===== src/rtl/scompliment_ctrl.sv =====
// Sequencer for the bit-serial two's-complement unit: request handshake, load pulse,
// WIDTH shift cycles, result capture and response handshake. Optional macro: SCOMP_OVF_DETECT_EN.
module scompliment_ctrl #(
  parameter int unsigned WIDTH = 4
) (
  input  logic             clk,
  input  logic             rst_n,
  input  logic             req_valid,
  output logic             req_ready,
  input  logic [WIDTH-1:0] req_data,
  output logic             res_valid,
  input  logic             res_ready,
  output logic [WIDTH-1:0] res_data,
  output logic             dp_load,
  output logic [WIDTH-1:0] dp_load_sig,
  input  logic [WIDTH-1:0] dp_out_sig
`ifdef SCOMP_OVF_DETECT_EN
  ,
  output logic             res_ovf
`endif
);

  localparam int unsigned CntW = $clog2(WIDTH);
  localparam logic [CntW-1:0] CntLast = CntW'(WIDTH - 1);

  if (WIDTH < 2) begin : g_width_check
    $error("scompliment_ctrl: WIDTH must be at least 2");
  end

  typedef enum logic [2:0] {
    StIdle,
    StLoad,
    StShift,
    StCapt,
    StResp
  } state_e;

  state_e           state_q, state_d;
  logic [WIDTH-1:0] op_q, op_d;
  logic [CntW-1:0]  cnt_q, cnt_d;
  logic [WIDTH-1:0] res_data_q, res_data_d;

`ifdef SCOMP_OVF_DETECT_EN
  // The most-negative value is its own complement.
  localparam logic [WIDTH-1:0] MinNeg = {1'b1, {(WIDTH - 1){1'b0}}};
  logic ovf_q, ovf_d;
`endif

  always_ff @(posedge clk) begin
    if (!rst_n) begin
      state_q    <= StIdle;
      op_q       <= '0;
      cnt_q      <= '0;
      res_data_q <= '0;
`ifdef SCOMP_OVF_DETECT_EN
      ovf_q      <= 1'b0;
`endif
    end else begin
      state_q    <= state_d;
      op_q       <= op_d;
      cnt_q      <= cnt_d;
      res_data_q <= res_data_d;
`ifdef SCOMP_OVF_DETECT_EN
      ovf_q      <= ovf_d;
`endif
    end
  end

  always_comb begin
    state_d    = state_q;
    op_d       = op_q;
    cnt_d      = cnt_q;
    res_data_d = res_data_q;
`ifdef SCOMP_OVF_DETECT_EN
    ovf_d      = ovf_q;
`endif
    unique case (state_q)
      StIdle: begin
        if (req_valid) begin
          op_d    = req_data;
          state_d = StLoad;
        end
      end
      StLoad: begin
        cnt_d   = '0;
        state_d = StShift;
      end
      StShift: begin
        // Exit on the WIDTH-th shift edge; the counter never wraps.
        if (cnt_q == CntLast) begin
          cnt_d   = '0;
          state_d = StCapt;
        end else begin
          cnt_d = cnt_q + 1'b1;
        end
      end
      StCapt: begin
        // The unit shifts again on this edge, so take the pre-edge value now.
        res_data_d = dp_out_sig;
`ifdef SCOMP_OVF_DETECT_EN
        ovf_d      = (op_q == MinNeg);
`endif
        state_d    = StResp;
      end
      StResp: begin
        if (res_ready) begin
          state_d = StIdle;
        end
      end
      default: begin
        state_d = StIdle;
      end
    endcase
  end

  assign req_ready   = rst_n && (state_q == StIdle);
  assign res_valid   = (state_q == StResp);
  assign res_data    = res_data_q;
  assign dp_load     = (state_q == StLoad);
  assign dp_load_sig = op_q;
`ifdef SCOMP_OVF_DETECT_EN
  assign res_ovf     = ovf_q;
`endif

`ifndef SYNTHESIS
  a_res_hold : assert property (@(posedge clk) disable iff (!rst_n)
    (res_valid && !res_ready) |=> (res_valid && $stable(res_data)));
  a_load_pulse : assert property (@(posedge clk) disable iff (!rst_n)
    dp_load |=> !dp_load);
`endif

endmodule


===== config.mk =====
export PLATFORM = sky130hd
export DESIGN_NAME = scompliment_ctrl
export DESIGN_NICKNAME = d
export VERILOG_FILES = /design/src/rtl/scompliment_ctrl.sv
export SDC_FILE = /design/constraint.sdc
export NUM_CORES = 1
export LEC_CHECK = 0
export BUFFER_PORTS_ARGS = -buffer_cell sky130_fd_sc_hd__buf_2
export CAP_MARGIN = 20
export CELL_PAD_IN_SITES_DETAIL_PLACEMENT = 2
export CELL_PAD_IN_SITES_GLOBAL_PLACEMENT = 2
export CORE_MARGIN = 2
export CORE_UTILIZATION = 28
export CTS_BUF_LIST = sky130_fd_sc_hd__clkbuf_8
export CTS_CLUSTER_DIAMETER = 80
export CTS_CLUSTER_SIZE = 20
export DETAILED_ROUTE_END_ITERATION = 10
export PLACE_DENSITY_LB_ADDON = 0.1
export REMOVE_ABC_BUFFERS = 1
export SLEW_MARGIN = 10
export SYNTH_ARGS = -nofsm -noshare
export SYNTH_HDL_FRONTEND = slang
export SYNTH_SLANG_ARGS = --single-unit

===== constraint.sdc =====
create_clock -name clk -period 1.4 [get_ports clk]
set_input_delay 0.07 -clock clk [delete_from_list [all_inputs] [get_ports clk]]
set_output_delay 0.07 -clock clk [all_outputs]
set_load 0.05 [all_outputs]

==> key figures, run 1 <==
Power and ir drop
  – NetSw: 0.260 mW
  – PD cells: 1180 nW/um^2
  – Combinational share of power: 0.210
  – Net Sw Frac: 0.282
  – Sequential Power Share: 0.450
  – Leakage: 0.386 nW
  – Clock share of power: 0.340
  – VDD IR max: 0.506 mV
  – Internal power: 0.660 mW

Worst setup path
  – FF-to-FF End: dp_load_sig[1]
  – WP data arrival: 1260 ps
  – R2R Path Start: state_q[1]
  – R2R cell count: 3
  – Crit path required time: 1330 ps
  – CP Class: flop to primary output
  – R2R setup slack: 190 ps
  – Worst-path maximum fanout: 9
  – Startpoint Class: flop
  – CP Capture Type: primary output

Clocking
  – TritonCTS Sinks: 13
  – CTS Hold Bufs: 0
  – Clk Tree Root Cell: clkbuf_8
  – H-tree levels: 1
  – Register clock-pin slew on the reported worst setup and hold paths: around 50 ps
  – Max clock buf depth: 2
  – CTS buffer count: 3
  – CTS tree: done
  – Later-pin clock latency in the skew report: roughly 230 ps

Finish
  – Final instance area: between 700 and 800 sq um
  – Most frequent cells in the layout: buf_2, dfxtp_1, mux2i_1, nor2_1
  – Layout cells sized above 1: 0.405
  – Filler Cells Inserted: ~230
  – Antenna cells: 0
  – Final Util: 0.402
  – Post-Layout Cell Count: 111
  – Area growth syn-to-layout: 36.2%
  – Commonest non-fill, non-tap cell in the layout: buf_2
  – Nets: 98

Synthesis
  – Post-synth design cell area: 573 sq um
  – Yosys warning count: 0
  – Seq cells post-synth: 13
  – Avg Cell Area, Syn: 9.88 sq um
  – Post-synth cell types: 22
  – Register area share after synthesis: 0.454
  – Mapped Cells: 58

Route
  – Total routed wirelength: 1420 microns
  – Antenna-violating nets left: 0
  – Via count: 512
  – Drt drc: 0
  – DRT iter0 DRCs: 0
  – DR vias/cell: 4.61
  – Routed WL per cell: 12.8 microns
  – Drt pass-1 iters: 1

Place
  – Inst Count DP: 106
  – Detail Placement HPWL: 1080 microns
  – Count of input and output buffers: 22
  – Routability congestion estimate: 0.639
  – Post-DP Area: about 700 sq um

Timing
  – Final slew viol count: 0
  – Fin crit period: 1330 ps
  – Max_slew headroom: 0.729
  – Max Freq: 0.753 GHz
  – Hold Fails Final Rpt: 0
  – Slew @ Worst Pin: 405 ps
  – Unrepaired setup endpoints after global routing: false
  – Final number of setup-violating endpoints: 0
  – Worst Skew: 0.629 ps
  – Final period util: 0.948
  – Post-Route Setup TNS: 0 ps

Global routing
  – M1 GR Usage: 0.138
  – Vias in the first global route: between 500 and 600
  – Largest net degree at the start of global routing: 13
  – Grt ovf: 0
  – GRT Total Usage: 0.122
  – First-pass GRT wire length: 2340 microns
  – Met2 Use GR: 0.221
  – Grt met3 use: 0.0368
  – Initial antenna violation count: 0
  – GR peak layer: met2

Die
  – DIE AREA: 2420 sq um
  – IO Count: 23
  – Row cnt: 16
  – Die Width: 49.2 microns
  – Die Ht: 49.2 microns
  – Area of the core: ~2000 sq um
  – Initial Utilization: 0.295

Run status
  – Outcome: finished, final reports clean

Worst hold path
  – Hold Path Stages: 3
  – Min-delay src: dp_out_sig[0]
  – Hold worst-path end: res_data[0]
  – HP Class: input pin to flop

Flow run
  – Max_cap viols: 0
[how the worst max path moves through the flow]
stage	from	to	slack, ps	depth (start not counted)
finish	state_q[2]	req_ready	70	3
CTS	state_q[0]	req_ready	5	3
detailed placement	state_q[0]	dp_load_sig[1]	110	3
floorplan	state_q[2]	state_q[2]	-630	3
global placement	state_q[0]	dp_load_sig[1]	120	3
global route	state_q[2]	res_valid	4	2
[cells by family (layout without fill, tap and decap cells)]
kind of cell | Yosys count | after routing | share of synthesized area
adder cells (fa/ha/maj) | 1 | 1 | 0.0218
multiplexers | 9 | 9 | 0.157
AO/OA/AOI/OAI | 6 | 6 | 0.0611
flip-flops | 13 | 13 | 0.454
AND/OR/NAND/NOR | 21 | 21 | 0.223
XOR/XNOR | 1 | 1 | 0.0153
buffers and inverters | 7 | 33 | 0.0677
[critical path, cell delays in order, from the launching register on]
cell and delay [ps]:
dfxtp_2 370, or3_4 390, nor2_2 100, buf_6 160
[Yosys cell counts]
cell / instances / area share
a21oi_1: 4 / 0.035
a31oi_1: 1 / 0.011
buf_2: 1 / 0.0087
buf_4: 1 / 0.013
buf_6: 1 / 0.020
clkbuf_1: 1 / 0.0065
dfxtp_1: 13 / 0.45
ha_1: 1 / 0.022
inv_1: 3 / 0.020
mux2i_1: 9 / 0.16
nand2_1: 1 / 0.0065
nand2b_1: 2 / 0.022
nand3b_1: 1 / 0.013
nor2_1: 10 / 0.066
nor3_1: 2 / 0.017
nor3b_1: 1 / 0.013
nor4b_1: 1 / 0.015
nor4b_4: 1 / 0.041
nor4bb_1: 1 / 0.017
o32ai_1: 1 / 0.015
or3_1: 1 / 0.011
xnor2_1: 1 / 0.015
[per-layer routing]
layer | routed length (microns) | vias up
met5 | 0 | -
li1 | - | 251
met3 | 67 | 0
met1 | 603 | 251
met4 | 0 | 0
met2 | 745 | 10
[power by group through the flow]
stage / combinational, mW / clock, mW / sequential [mW]
after detailed placement: 0.182 / 0 / 0.424
final: 0.193 / 0.313 / 0.414
after global routing: 0.208 / 0.355 / 0.417
after floorplan: 0.0880 / 0 / 0.459
after CTS: 0.185 / 0.325 / 0.417
after global placement: 0.180 / 0 / 0.423
[what timing repair did]
action	in CTS	in global routing
gates cloned	0	0
setup endpoints to repair	3	2
buffers inserted	0	1
gates resized for setup	3	4
[state kept, by name, summed over array words and instances (netlist names)]
signal / flops
dp_load_sig: 4
res_data: 4
state_q: 3
cnt_q: 2
[layout make-up]
type | instances | area [sq um] | area share
clock inverters | 1 | 3.75 | 0.00481
inverters | 3 | 11.3 | 0.0144
clock buffers | 3 | 41.3 | 0.0529
repair buffers | 26 | 144 | 0.184
well taps | 27 | 33.8 | 0.0433
flip-flops and latches | 13 | 265 | 0.340
multi-input cells | 38 | 282 | 0.361
[per-stage QoR]
step                      worst slack (ps)  power (mW)  hold WS, ps
after floorplan                       -633       0.547          214
after detailed placement               105       0.606          318
after global routing                  3.94       0.981         84.7
final                                 72.7       0.920         72.5
after CTS                             4.98       0.927         72.4
after global placement                 123       0.603          303
No activity file was read; power rests on OpenSTA's default activity.
==> run 2: changes to the inputs <==
ABC_AREA = 1   (was not set)
CORE_UTILIZATION = 26   (was 28)
==> run 2 against run 1 <==
- first-iteration DRC count increased by 7
- non-clock buffer count decreased by 3
- wire length increased by 1.2%
- synthesized cell count increased by 19%
- sequential cell count unchanged
- utilization decreased by 2.3 points
- critical path type unchanged
==> key figures, run 2 <==
Run status
  – Outcome: finished, final reports clean (unchanged)

Synthesis
  – Yosys warning count: 0 (unchanged)
  – Seq cells post-synth: 13 (unchanged)
  – Mapped Cells: 69 (was 58)
  – Top cell type's share of synthesized area: 0.470 (was 0.454)
  – Avg Cell Area, Syn: 8.03 sq um (was 9.88 sq um)
  – Async S/R FF share, synth: 0 (unchanged)
  – Yosys top cell by area: dfxtp_1 (unchanged)
  – Register area share after synthesis: 0.470 (was 0.454)
  – Most common cell in the netlist: dfxtp_1 (unchanged)
  – Post-synth design cell area: 554 sq um (was 573 sq um)
  – Post-synth EDFFs: 0 (unchanged)
  – Post-synth top flop: dfxtp_1 (unchanged)
  – Synth cell count leaders: dfxtp_1, nor2_1, a21oi_1, inv_1 (was dfxtp_1, nor2_1, mux2i_1, a21oi_1, inv_1)
  – Post-synth cell types: 17 (was 22)
  – Synth area leaders: dfxtp_1, a21oi_1, nand3_2 (was dfxtp_1, mux2i_1, nor2_1)

Power and ir drop
  – Clock share of power: 0.285 (was 0.340)
  – VDD IR max: 0.572 mV (was 0.506 mV)
  – PD cells: 1530 nW/um^2 (was 1180 nW/um^2)
  – Sequential Power Share: 0.399 (was 0.450)
  – Combinational share of power: 0.316 (was 0.210)
  – NetSw: 0.437 mW (was 0.260 mW)
  – Internal power: 0.708 mW (was 0.660 mW)
  – Net Sw Frac: 0.382 (was 0.282)
  – Leakage: 0.356 nW (was 0.386 nW)

Clocking
  – H-tree levels: 1 (unchanged)
  – Later-pin clock latency in the skew report: 240 ps (was 230 ps)
  – CTS tree: done (unchanged)
  – CTS buffer count: 3 (unchanged)
  – Register clock-pin slew on the reported worst setup and hold paths: 60 ps (was 50 ps)
  – CTS Hold Bufs: 0 (unchanged)
  – TritonCTS Sinks: 13 (unchanged)
  – CTS resizes: 0 (was 3)
  – Clk Tree Root Cell: clkbuf_8 (unchanged)
  – Max clock buf depth: 2 (unchanged)
  – Post-CTS setup buffers: 0 (unchanged)

Timing
  – Worst Skew: 1.58 ps (was 0.629 ps)
  – Post-Route Setup TNS: 0 ps (unchanged)
  – Fin crit period: 1310 ps (was 1330 ps)
  – Max_slew headroom: 0.776 (was 0.729)
  – Slew @ Worst Pin: 336 ps (was 405 ps)
  – Final slew viol count: 0 (unchanged)
  – Max Freq: 0.763 GHz (was 0.753 GHz)
  – Final number of setup-violating endpoints: 0 (unchanged)
  – Final period util: 0.936 (was 0.948)
  – Unrepaired setup endpoints after global routing: false (unchanged)
  – Hold WS: 82.8 ps (was 72.5 ps)
  – Hold Fails Final Rpt: 0 (unchanged)

Global routing
  – Initial antenna violation count: 0 (unchanged)
  – Vias in the first global route: 533 (was 560)
  – GRT Total Usage: 0.127 (was 0.122)
  – Grt ovf: 0 (unchanged)
  – First-pass GRT wire length: 2330 microns (was 2340 microns)
  – Largest net degree at the start of global routing: 11 (was 13)

Place
  – Detail Placement HPWL: 1110 microns (was 1080 microns)
  – Count of input and output buffers: 22 (unchanged)
  – Post-DP Area: 706 sq um (was 712 sq um)
  – Inst Count DP: 119 (was 106)
  – Routability congestion estimate: 0.622 (was 0.639)

Worst setup path
  – WP data arrival: 1240 ps (was 1260 ps)
  – Critical Path, Cell by Cell: inv_4 -> nand3_2 -> inv_1 -> buf_2 (was or3_4 -> nor2_2 -> buf_6)
  – Worst-path maximum fanout: 8 (was 9)
  – Startpoint Class: flop (unchanged)
  – Crit path required time: 1330 ps (about the same)
  – CP Capture Type: primary output (unchanged)
  – Worst path top cell family by delay: flip-flops (was simple AND/OR/NAND/NOR gates)
  – CP max stage delay: 520 ps (was 390 ps)
  – CP Class: flop to primary output (unchanged)
  – Slowest cell on the critical path: dfxtp_1 (was or3_4)
  – WP buf/inv: 3 (was 1)

Finish
  – Most frequent cells in the layout: buf_2, dfxtp_1, nor2_1 (was buf_2, dfxtp_1, mux2i_1, nor2_1)
  – Post-Layout Cell Count: 123 (was 111)
  – Final instance area: 751 sq um (was 781 sq um)
  – Area growth syn-to-layout: 35.4% (was 36.2%)
  – Antenna cells: 0 (unchanged)
  – Final Util: 0.379 (was 0.402)
  – Commonest non-fill, non-tap cell in the layout: buf_2 (unchanged)
  – Layout cells sized above 1: 0.354 (was 0.405)
  – Nets: 110 (was 98)

Route
  – DR vias/cell: 4.58 (was 4.61)
  – Total routed wirelength: 1430 microns (was 1420 microns)
  – Drt pass-1 iters: 4 (was 1)
  – Drt drc: 0 (unchanged)
  – Routed WL per cell: 11.7 microns (was 12.8 microns)
  – DRT iter0 DRCs: 7 (was 0)
  – Via count: 563 (was 512)
  – Antenna-violating nets left: 0 (unchanged)

Die
  – Die Width: 50.2 microns (was 49.2 microns)
  – Area of the core: 1980 sq um (was 1940 sq um)
  – DIE AREA: 2520 sq um (was 2420 sq um)
  – IO Count: 23 (unchanged)
  – Initial Utilization: 0.280 (was 0.295)
  – Row cnt: 16 (unchanged)
  – Die Ht: 50.2 microns (was 49.2 microns)

Flow run
  – Max_cap viols: 0 (unchanged)

Worst hold path
  – HP Class: input pin to flop (unchanged)
[run 2: changes by cell type after synthesis, moves of 2 or more]
cell and delta:
nand2b_1 -2, inv_1 +4, nand2_1 +5, o21ai_0 +4, nand3_2 +4, nand3_1 +3
nand4_1 +6, a21oi_1 +4, mux2i_1 -9
[run 2: final timing paths]
check / to / depth (start not counted) / start / slack (ps)
min: res_data[1] / 3 / dp_out_sig[1] / 80
min reg2reg: dp_load_sig[0] / 2 / dp_load_sig[0] / 460
max reg2reg: cnt_q[0] / 5 / state_q[0] / 330
max: dp_load / 4 / state_q[1] / 90
[run 2: kinds of logic (layout without fill, tap and decap cells)]
| kind of cell | count (synthesis) | count (layout) | synth area share |
|---|---|---|---|
| DFF | 13 | 13 | 0.470 |
| buffers and inverters | 10 | 37 | 0.0722 |
| AOI/OAI and AO/OA | 12 | 12 | 0.108 |
| adders and majority gates | 1 | 1 | 0.0226 |
| and+or+nand+nor | 33 | 33 | 0.327 |
[run 2: cell type report]
cell class | instances | area (sq um)
Clock buffer | 3 | 41.3
Multi-Input combinational cell | 46 | 254
Clock inverter | 1 | 3.75
Fill cell | 249 | 1230
Tap cell | 27 | 33.8
Sequential cell | 13 | 260
Inverter | 10 | 40.0
Timing Repair Buffer | 23 | 118
[run 2: power groups by stage]
| stage | logic, mW | clock network, mW | registers (mW) |
|---|---|---|---|
| CTS | 0.367 | 0.345 | 0.458 |
| detailed placement | 0.366 | 0 | 0.466 |
| global route | 0.394 | 0.370 | 0.465 |
| finish | 0.362 | 0.327 | 0.457 |
| global placement | 0.363 | 0 | 0.463 |
| floorplan | 0.198 | 0 | 0.538 |
[run 2: tightest hold or removal path, cell delays in order]
cell and delay [ps]:
buf_2 70, o21ai_0 70, nor2_1 70
[run 2: per-layer routing]
layer,routed length [microns],GRT usage,vias up,part of all wire
met3,78,0.0387,2,0.054
met2,697,0.197,12,0.49
met4,11,0.0833,0,0.0077
li1,-,-,285,-
met5,0,0,-,0
met1,645,0.150,264,0.45
[run 2: metrics by stage]
stage	setup slack (ps)	power [mW]
5_1_grt	6.21	1.23
2_1_floorplan	-605	0.736
6_report	89.4	1.15
3_3_place_gp	335	0.827
4_1_cts	71.3	1.17
3_5_place_dp	323	0.832
==> run 3: changes to the inputs <==
CORE_UTILIZATION = 28   (was 26)
clock period = 1.65 ns   (was 1.4 ns; I/O delays follow)
==> run 3 against run 2 <==
- clock power down 15%
- sequential power fell by 14%
- clock skew barely moved
- via count grew 2.3%
- largest cell class unchanged
- highest routed layer is now met3
==> key figures, run 3 (synthesis results as in run 2) <==
Clocking
  – CTS resizes: 0 (unchanged)
  – Clk Tree Root Cell: clkbuf_8 (unchanged)
  – Max clock buf depth: 2 (unchanged)
  – Register clock-pin slew on the reported worst setup and hold paths: 60 ps (about the same)
  – CTS buffer count: 3 (unchanged)
  – Post-CTS setup buffers: 0 (unchanged)
  – H-tree levels: 1 (unchanged)
  – CTS Hold Bufs: 0 (unchanged)
  – CTS tree: done (unchanged)
  – Later-pin clock latency in the skew report: 240 ps (about the same)
  – TritonCTS Sinks: 13 (unchanged)

Route
  – Routed WL per cell: 12.5 microns (was 11.7 microns)
  – Antenna-violating nets left: 0 (unchanged)
  – DR vias/cell: 4.68 (was 4.58)
  – Via count: 576 (was 563)
  – Drt drc: 0 (unchanged)
  – Total routed wirelength: 1540 microns (was 1430 microns)
  – DRT iter0 DRCs: 1 (was 7)
  – Drt pass-1 iters: 4 (unchanged)

Power and ir drop
  – PD cells: 1310 nW/um^2 (was 1530 nW/um^2)
  – Clock share of power: 0.283 (was 0.285)
  – Net Sw Frac: 0.387 (was 0.382)
  – Sequential Power Share: 0.400 (was 0.399)
  – Combinational share of power: 0.317 (was 0.316)
  – Leakage: 0.356 nW (unchanged)
  – NetSw: 0.379 mW (was 0.437 mW)
  – Internal power: 0.601 mW (was 0.708 mW)
  – VDD IR max: 0.481 mV (was 0.572 mV)

Global routing
  – First-pass GRT wire length: 2710 microns (was 2330 microns)
  – Grt ovf: 0 (unchanged)
  – Vias in the first global route: 595 (was 533)
  – Initial antenna violation count: 0 (unchanged)
  – GRT Total Usage: 0.145 (was 0.127)
  – Largest net degree at the start of global routing: 11 (unchanged)

Worst setup path
  – Startpoint Class: flop (unchanged)
  – WP data arrival: 1300 ps (was 1240 ps)
  – CP max stage delay: 390 ps (was 520 ps)
  – CP Class: flop to primary output (unchanged)
  – Worst-path maximum fanout: 6 (was 8)
  – CP Capture Type: primary output (unchanged)
  – Slowest cell on the critical path: dfxtp_1 (unchanged)
  – Critical Path, Cell by Cell: nor4_1 -> buf_2 (was inv_4 -> nand3_2 -> inv_1 -> buf_2)
  – Crit path required time: 1570 ps (was 1330 ps)

Finish
  – Filler Cells Inserted: 239 (was 249)
  – Area growth syn-to-layout: 35.4% (unchanged)
  – Post-Layout Cell Count: 123 (unchanged)
  – Antenna cells: 0 (unchanged)
  – Most frequent cells in the layout: buf_2, dfxtp_1, nor2_1 (unchanged)
  – Commonest non-fill, non-tap cell in the layout: buf_2 (unchanged)
  – Layout cells sized above 1: 0.354 (unchanged)
  – Nets: 110 (unchanged)
  – Multi-input gate area: 254 sq um (unchanged)
  – Final instance area: 751 sq um (unchanged)
  – Register Area: 260 sq um (unchanged)

Timing
  – Max_slew headroom: 0.756 (was 0.776)
  – Hold Fails Final Rpt: 0 (unchanged)
  – Final period util: 0.840
  – Final slew viol count: 0 (unchanged)
  – Slew @ Worst Pin: 366 ps (was 336 ps)
  – Final number of setup-violating endpoints: 0 (unchanged)
  – Worst Skew: 1.65 ps (was 1.58 ps)
  – Fin crit period: ~1400 ps
  – Max Freq: roughly 0.7 GHz
  – Unrepaired setup endpoints after global routing: false (unchanged)

Worst hold path
  – HP Class: input pin to flop (unchanged)

Die
  – IO Count: 23 (unchanged)
  – Die Width: 48.5 microns (was 50.2 microns)
  – DIE AREA: 2350 sq um (was 2520 sq um)
  – Row cnt: 16 (unchanged)
  – Die Ht: 48.5 microns (was 50.2 microns)
  – Initial Utilization: 0.288 (was 0.280)
  – Area of the core: 1920 sq um (was 1980 sq um)

Run status
  – Outcome: finished, final reports clean (unchanged)

Place
  – Detail Placement HPWL: 1180 microns (was 1110 microns)
  – Count of input and output buffers: 22 (unchanged)
  – Routability congestion estimate: 0.762 (was 0.622)
  – Inst Count DP: 119 (unchanged)
  – Post-DP Area: 706 sq um (unchanged)

Flow run
  – Max_cap viols: 0 (unchanged)
==> run 3: layout make-up <==
cell class	instances	share of cell area
Sequential cell	13	0.347
Inverter	10	0.0533
Timing Repair Buffer	23	0.157
Clock inverter	1	0.00500
Multi-Input combinational cell	46	0.338
Clock buffer	3	0.0550
Tap cell	27	0.0450
==> run 3: worst paths after layout <==
kind,slack [ps],cells past startpoint,to,from
setup / recovery,260,2,req_ready,state_q[0]
hold reg to reg,460,2,dp_load_sig[0],dp_load_sig[0]
hold / removal,100,3,res_data[3],dp_out_sig[3]
setup reg to reg,550,4,cnt_q[1],state_q[1]
==> run 3: critical path, delay by kind of cell (launching register included) <==
family                 cells  cell delay, ps
buffers and inverters      1             330
and+or+nand+nor            1             350
DFF                        1             390
==> run 3: power groups by stage <==
| stage | clock [mW] | combinational [mW] | sequential (mW) |
|---|---|---|---|
| finish | 0.278 | 0.311 | 0.392 |
| global placement | 0 | 0.308 | 0.395 |
| global route | 0.303 | 0.342 | 0.398 |
| floorplan | 0 | 0.168 | 0.456 |
| CTS | 0.284 | 0.315 | 0.392 |
| detailed placement | 0 | 0.311 | 0.399 |
==> run 3: through the flow <==
stage | power (mW) | hold WS, ps | TNS [ps] | worst slack, ps | util
2_1_floorplan | 0.624 | 208 | -367 | -367 | -
6_report | 0.980 | 102 | 0 | 263 | 0.391
3_5_place_dp | 0.710 | 354 | 0 | 529 | 0.367
5_1_grt | 1.04 | 138 | 0 | 167 | 0.391
4_1_cts | 0.990 | 104 | 0 | 268 | 0.391
3_3_place_gp | 0.703 | 339 | 0 | 519 | 0.367
==> run 3: routing by layer <==
layer	up-vias	track usage	routed length, microns
li1	288	-	-
met1	274	0.184	692
met2	14	0.250	760
met3	0	0.0370	84
met4	0	0.0286	0
met5	-	0	0
